## src/rtl/contador_pkg.sv

```systemverilog
// Shared types for the 74x193 command sequencer: opcodes, FSM states and widths.
package contador_pkg;

    localparam int CNT_W = 4;
    localparam int REP_W = 5;

    typedef enum logic [1:0] {
        OP_CLEAR = 2'b00,
        OP_LOAD  = 2'b01,
        OP_UP    = 2'b10,
        OP_DOWN  = 2'b11
    } op_e;

    typedef enum logic [2:0] {
        ST_IDLE       = 3'd0,
        ST_CLEAR      = 3'd1,
        ST_LOAD_SETUP = 3'd2,
        ST_LOAD_ACT   = 3'd3,
        ST_LOAD_HOLD  = 3'd4,
        ST_PULSE_LO   = 3'd5,
        ST_PULSE_HI   = 3'd6
    } seq_state_e;

    // A pulse count of zero encodes a full wrap of sixteen pulses.
    function automatic logic [REP_W-1:0] pulse_count(input logic [CNT_W-1:0] n);
        return (n == '0) ? REP_W'(16) : {1'b0, n};
    endfunction

endpackage

```

## src/rtl/contador_tc_sync.sv

```systemverilog
// Brings an active-low terminal-count pin into the clk domain and emits one
// registered pulse per falling edge.
module contador_tc_sync (
    input  logic clk,
    input  logic rst_n,
    input  logic tc_n_i,
    output logic evt_o
);

    logic meta_q;
    logic sync_q;
    logic prev_q;
    logic evt_q;

    // Flops reset high so a pin that is already inactive never looks like an edge.
    always_ff @(posedge clk or negedge rst_n) begin
        if (!rst_n) begin
            meta_q <= 1'b1;
            sync_q <= 1'b1;
            prev_q <= 1'b1;
            evt_q  <= 1'b0;
        end else begin
            meta_q <= tc_n_i;
            sync_q <= meta_q;
            prev_q <= sync_q;
            evt_q  <= prev_q & ~sync_q;
        end
    end

    assign evt_o = evt_q;

endmodule

```

## src/rtl/contador_seq.sv

```systemverilog
// Turns CLEAR/LOAD/UP n/DOWN n commands into ordered 74x193 pin waveforms and
// tracks the expected count. Handshake: a command is taken on a clk edge where
// cmd_valid and cmd_ready are both high; cmd_ready is high only in IDLE.
module contador_seq
    import contador_pkg::*;
#(
    parameter int HALF_W = 2
) (
    input  logic             clk,
    input  logic             rst_n,
    input  logic             cmd_valid,
    output logic             cmd_ready,
    input  logic [1:0]       cmd_op,
    input  logic [CNT_W-1:0] cmd_data,
    output logic             MR,
    output logic             PL,
    output logic             CPU,
    output logic             CPD,
    output logic             P0,
    output logic             P1,
    output logic             P2,
    output logic             P3,
    input  logic             TCU_in,
    input  logic             TCD_in,
    output logic             tcu_evt,
    output logic             tcd_evt,
    output logic [CNT_W-1:0] shadow_q,
    output logic [2:0]       dbg_state
);

    localparam int              PH_W    = $clog2(HALF_W + 1);
    localparam logic [PH_W-1:0] PH_ONE  = PH_W'(1);
    localparam logic [PH_W-1:0] PH_LAST = PH_W'(HALF_W);

    seq_state_e       state_q, state_d;
    logic [PH_W-1:0]  phase_q, phase_d;
    logic [REP_W-1:0] rep_q, rep_d;
    logic [CNT_W-1:0] cnt_q, cnt_d;
    logic [CNT_W-1:0] p_q, p_d;
    logic             down_q, down_d;
    logic             mr_q, mr_d;
    logic             pl_q, pl_d;
    logic             cpu_q, cpu_d;
    logic             cpd_q, cpd_d;
    logic             ready_q, ready_d;

    always_ff @(posedge clk or negedge rst_n) begin
        if (!rst_n) begin
            state_q <= ST_IDLE;
            phase_q <= '0;
            rep_q   <= '0;
            cnt_q   <= '0;
            p_q     <= '0;
            down_q  <= 1'b0;
            mr_q    <= 1'b0;
            pl_q    <= 1'b1;
            cpu_q   <= 1'b1;
            cpd_q   <= 1'b1;
            ready_q <= 1'b1;
        end else begin
            state_q <= state_d;
            phase_q <= phase_d;
            rep_q   <= rep_d;
            cnt_q   <= cnt_d;
            p_q     <= p_d;
            down_q  <= down_d;
            mr_q    <= mr_d;
            pl_q    <= pl_d;
            cpu_q   <= cpu_d;
            cpd_q   <= cpd_d;
            ready_q <= ready_d;
        end
    end

    // Pin values computed here are the ones shown during the next state's cycle.
    always_comb begin
        state_d = state_q;
        phase_d = phase_q;
        rep_d   = rep_q;
        cnt_d   = cnt_q;
        p_d     = p_q;
        down_d  = down_q;
        mr_d    = 1'b0;
        pl_d    = 1'b1;
        cpu_d   = 1'b1;
        cpd_d   = 1'b1;
        ready_d = 1'b0;

        case (state_q)
            ST_IDLE: begin
                ready_d = 1'b1;
                if (cmd_valid && ready_q) begin
                    ready_d = 1'b0;
                    phase_d = PH_ONE;
                    case (op_e'(cmd_op))
                        OP_CLEAR: begin
                            state_d = ST_CLEAR;
                            mr_d    = 1'b1;
                            cnt_d   = '0;
                        end
                        OP_LOAD: begin
                            state_d = ST_LOAD_SETUP;
                            p_d     = cmd_data;
                        end
                        default: begin
                            state_d = ST_PULSE_LO;
                            rep_d   = pulse_count(cmd_data);
                            down_d  = (op_e'(cmd_op) == OP_DOWN);
                            if (op_e'(cmd_op) == OP_DOWN) cpd_d = 1'b0;
                            else                          cpu_d = 1'b0;
                        end
                    endcase
                end
            end

            ST_CLEAR: begin
                if (phase_q == PH_LAST) begin
                    state_d = ST_IDLE;
                    ready_d = 1'b1;
                end else begin
                    phase_d = phase_q + PH_ONE;
                    mr_d    = 1'b1;
                end
            end

            ST_LOAD_SETUP: begin
                state_d = ST_LOAD_ACT;
                phase_d = PH_ONE;
                pl_d    = 1'b0;
                cnt_d   = p_q;
            end

            ST_LOAD_ACT: begin
                if (phase_q == PH_LAST) begin
                    state_d = ST_LOAD_HOLD;
                end else begin
                    phase_d = phase_q + PH_ONE;
                    pl_d    = 1'b0;
                end
            end

            ST_LOAD_HOLD: begin
                state_d = ST_IDLE;
                ready_d = 1'b1;
            end

            ST_PULSE_LO: begin
                if (phase_q == PH_LAST) begin
                    state_d = ST_PULSE_HI;
                    phase_d = PH_ONE;
                    cnt_d   = down_q ? (cnt_q - CNT_W'(1)) : (cnt_q + CNT_W'(1));
                end else begin
                    phase_d = phase_q + PH_ONE;
                    if (down_q) cpd_d = 1'b0;
                    else        cpu_d = 1'b0;
                end
            end

            ST_PULSE_HI: begin
                if (phase_q == PH_LAST) begin
                    rep_d = rep_q - REP_W'(1);
                    if (rep_q == REP_W'(1)) begin
                        state_d = ST_IDLE;
                        ready_d = 1'b1;
                    end else begin
                        state_d = ST_PULSE_LO;
                        phase_d = PH_ONE;
                        if (down_q) cpd_d = 1'b0;
                        else        cpu_d = 1'b0;
                    end
                end else begin
                    phase_d = phase_q + PH_ONE;
                end
            end

            default: begin
                state_d = ST_IDLE;
                ready_d = 1'b1;
            end
        endcase
    end

    contador_tc_sync u_tcu_sync (
        .clk    (clk),
        .rst_n  (rst_n),
        .tc_n_i (TCU_in),
        .evt_o  (tcu_evt)
    );

    contador_tc_sync u_tcd_sync (
        .clk    (clk),
        .rst_n  (rst_n),
        .tc_n_i (TCD_in),
        .evt_o  (tcd_evt)
    );

    // P0 is the counter's LSB-side input but carries the command MSB.
    assign P0        = p_q[3];
    assign P1        = p_q[2];
    assign P2        = p_q[1];
    assign P3        = p_q[0];
    assign MR        = mr_q;
    assign PL        = pl_q;
    assign CPU       = cpu_q;
    assign CPD       = cpd_q;
    assign cmd_ready = ready_q;
    assign shadow_q  = cnt_q;
    assign dbg_state = state_q;

endmodule
```

## config.mk

```make
export PLATFORM = sky130hd
export DESIGN_NAME = contador_seq
export DESIGN_NICKNAME = d
export VERILOG_FILES = /design/src/rtl/contador_pkg.sv /design/src/rtl/contador_tc_sync.sv /design/src/rtl/contador_seq.sv
export SDC_FILE = /design/constraint.sdc
export NUM_CORES = 1
export LEC_CHECK = 0
export BUFFER_PORTS_ARGS = -buffer_cell sky130_fd_sc_hd__buf_2
export CAP_MARGIN = 10
export CORE_MARGIN = 2
export CORE_UTILIZATION = 43
export CTS_CLUSTER_DIAMETER = 30
export DETAILED_ROUTE_END_ITERATION = 8
export HOLD_SLACK_MARGIN = 0.12
export PLACE_DENSITY_LB_ADDON = 0.08
export SLEW_MARGIN = 25
export SYNTH_ARGS = -nofsm -noshare
export SYNTH_HDL_FRONTEND = slang
export SYNTH_SLANG_ARGS = --single-unit
```

## constraint.sdc

```tcl
create_clock -name clk -period 3.13 [get_ports clk]
set_clock_uncertainty 0.2 [all_clocks]
set_input_delay 0 -clock clk [delete_from_list [all_inputs] [get_ports clk]]
set_output_delay 0 -clock clk [all_outputs]
set_load 0.1 [all_outputs]
```

==> impl_metrics.tcl <==
set metrics [dict create \
    pre_cts_ws_ns 0.887 \
    layout_setup_ws_ns 0.457 \
    first_pass_iters 4 \
    syn2layout_area_growth_pct 25.3 \
    htree_levels 2 \
    multi_input_area_um2 803 \
    placed_cells 242 \
    synthAdderAreaFrac_pct 5.56 \
    arrival_ns 2.64 \
    drive_gt1_share_pct 25.2 \
    clk_pin_slew_worst_paths_ns 0.07 \
    numPortBuffers 28 \
    max_stage_delay_ns 0.65 \
    fp.dieW_um 67.0 \
    die_area_um2 4500 \
    drc_errors 0 \
    syn-num-nets 193 \
    hold_class "flop to flop" \
    crit_slowest_cell "dlygate4sd3_1" \
    startpoint_type "flop" \
    grtUsageMet3_pct 4.56 \
    via_per_inst 5.32 \
    synth-simple-area-share_pct 16.2 \
    maxCapViolations 0 \
    fillCellCount 354 \
    nets 235 \
    cts_made_buffers 5 \
    root_buffer "clkbuf_8" \
    final_cells 266 \
    path_cells "nor3_1 > nand3_1 > nor2_1 > dlygate4sd3_1 > mux2_2" \
    drv_slew 0 \
    synthCells 175 \
    syn_area_um2 1710 \
    antenna_left 0 \
    grt.busiest_layer "met2" \
    area.sequential_um2 813 \
    antenna_found_initial 0 \
    wl_per_cell_um 13.4 \
    async_flop_share_pct 100 \
    drt_iter0_drc 65 \
    rsz0062_at_grt "false" \
    dominantRegCellSynth "dfrtp_1" \
    ys_warn_count 0 \
    grt_pass1_wl_um 5950 \
    required_ns 3.10 \
    fin_hold_ws_ns 0.156 \
    synth_edf_count 0 \
    cts_tree "done" \
    syn_area_per_cell_um2 9.77 \
    use_met2_pct 27.8 \
    ctsResizeCount 0 \
    fmax_mhz 374 \
    path_class "flop to flop" \
    routed_wl_um 3560 \
    vias 1414 \
    synth_seq_cells 32 \
    row_count 22 \
    start_util_pct 45.7 \
    fin_setup_tns_ns 0 \
    relSlewSlack_pct 57.9 \
    grt-ovfl-total 0 \
    clock_latency_ns 0.29 \
    finalHoldViolations 0 \
    diodes 0 \
    dp_hpwl_um 2380 \
    layout_min_cycle_time_ns 2.67 \
    coreArea_um2 3740 \
    clockBufferDepth 2 \
    synth_top_family_by_area "compound AO/OA/AOI/OAI gates" \
    yosysUniqueCellTypes 46 \
    clkSinkCount 32 \
    gp_congestion 0.908 \
    crit_family "simple AND/OR/NAND/NOR gates" \
    chipHeight_um 67.0 \
    period_share_pct 85.4 \
    cp-end-kind "flop" \
    ys_seq_area_share_pct 47.6 \
    globalRouteMet1Util_pct 23.8 \
    synth_mux_area_share_pct 3.22 \
    grt_max_degree 29 \
    grt_pass1_vias 1267 \
    pin_count 29 \
    synth_compound_area_share_pct 20.0 \
    grt.total_usage_pct 17.9 \
    setup_viol 0 \
    synth-xor-area-share_pct 2.05 \
    status "finished clean" \
    worst_pin_slew_ns 0.631 \
    crit_buf_inv 1 \
    worstPathMaxFanout 21 \
]
[cell usage after synthesis, types with 2 or more instances]
library cell | count | share of area (%)
dfrtp_1 | 22 | 32
nor2_1 | 18 | 4.0
nand2_1 | 14 | 3.1
o21ai_0 | 14 | 4.1
a21oi_1 | 11 | 3.2
dfstp_2 | 10 | 15
inv_1 | 10 | 2.2
ha_1 | 6 | 4.4
nand3_1 | 5 | 1.5
clkbuf_1 | 4 | 0.88
mux2_2 | 4 | 2.6
nor2b_1 | 4 | 1.5
nor3_1 | 4 | 1.2
o21ai_1 | 4 | 1.2
a31oi_1 | 3 | 1.1
nor3b_1 | 3 | 1.3
xnor2_1 | 3 | 1.5
a21o_1 | 2 | 0.88
a22o_1 | 2 | 1.0
buf_2 | 2 | 0.59
buf_6 | 2 | 1.3
nand2b_1 | 2 | 0.73
nand4_1 | 2 | 0.73
o22a_1 | 2 | 1.0
[cell type report]
| type | instances | area share, % |
|---|---|---|
| clock buffer | 7 | 4.50 |
| clock inverter | 1 | 1.40 |
| inverter | 10 | 1.75 |
| multi-input combinational | 124 | 37.5 |
| sequential | 32 | 38.0 |
| tap | 48 | 2.81 |
| timing repair buffer | 44 | 14.0 |
[stage by stage]
step	instance area, um2	utilization [%]
final	2140	57.2
after global routing	2140	57.2
after global placement	1850	49.5
after floorplan	1710	-
after CTS	2140	57.2
after detailed placement	1850	49.5
[state kept, by name, indices dropped and copies added, names as in the netlist, 2 cells and up]
| name | cells |
|---|---|
| shadow_q | 4 |
| p_q | 4 |
| dbg_state | 3 |
| rep_q | 5 |
| phase_q | 2 |
[repair_timing]
item,in CTS,in global routing
hold buffers,16,0
hold endpoints to repair,49,0
buffers inserted,0,0
[cell families (layout without fill, tap and decap cells)]
| family | count (synthesis) | after routing |
|---|---|---|
| multiplexers | 5 | 5 |
| AND/OR/NAND/NOR | 57 | 57 |
| adder cells (fa/ha/maj) | 7 | 7 |
| XOR/XNOR | 4 | 4 |
| AO/OA/AOI/OAI | 51 | 51 |
| buffers and inverters | 19 | 62 |
| flip-flops | 32 | 32 |
[metal layers]
metal	wire length, um	vias to the layer above
met1	1670	666
met2	1630	45
met5	0	-
met3	208	6
li1	-	697
met4	58	0
[cell usage in the layout (no fill, tap or decap), types with 2 or more instances in the layout]
| cell type | synthesis | routed |
|---|---|---|
| ha_1 | 6 | 6 |
| dfstp_2 | 10 | 10 |
| nand3_1 | 5 | 5 |
| nor2_1 | 18 | 18 |
| xnor2_1 | 3 | 3 |
| a22o_1 | 2 | 2 |
| nand4_1 | 2 | 2 |
| a31oi_1 | 3 | 3 |
| o21ai_1 | 4 | 4 |
| nand2b_1 | 2 | 2 |
| a21o_1 | 2 | 2 |
| nand2_1 | 14 | 14 |
| clkbuf_8 | 0 | 7 |
| nor3b_1 | 3 | 3 |
| dfrtp_1 | 22 | 22 |
| nor3_1 | 4 | 4 |
| nor2b_1 | 4 | 4 |
| o21ai_0 | 14 | 14 |
| buf_2 | 2 | 28 |
| o22a_1 | 2 | 2 |
| dlygate4sd3_1 | 0 | 16 |
| mux2_2 | 4 | 4 |
| inv_1 | 10 | 10 |
| a21oi_1 | 11 | 11 |
[path summary, 6_finish.rpt]
kind,start,to,depth (start not counted),slack [ns]
worst max-delay path,dbg_state[2],p_q[2],5,0.46
worst min-delay path,u_tcd_sync.meta_q,u_tcd_sync.sync_q,0,0.16
worst max register to register,dbg_state[2],p_q[2],5,0.46
worst min register to register,u_tcd_sync.meta_q,u_tcd_sync.sync_q,0,0.16
max in group asynchronous,rst_n,shadow_q[0],4,1.04
min in group asynchronous,rst_n,phase_q[1],3,0.60
Power is not shown: default switching activity piles up to over one toggle a cycle in this logic, so the estimate is an artifact.
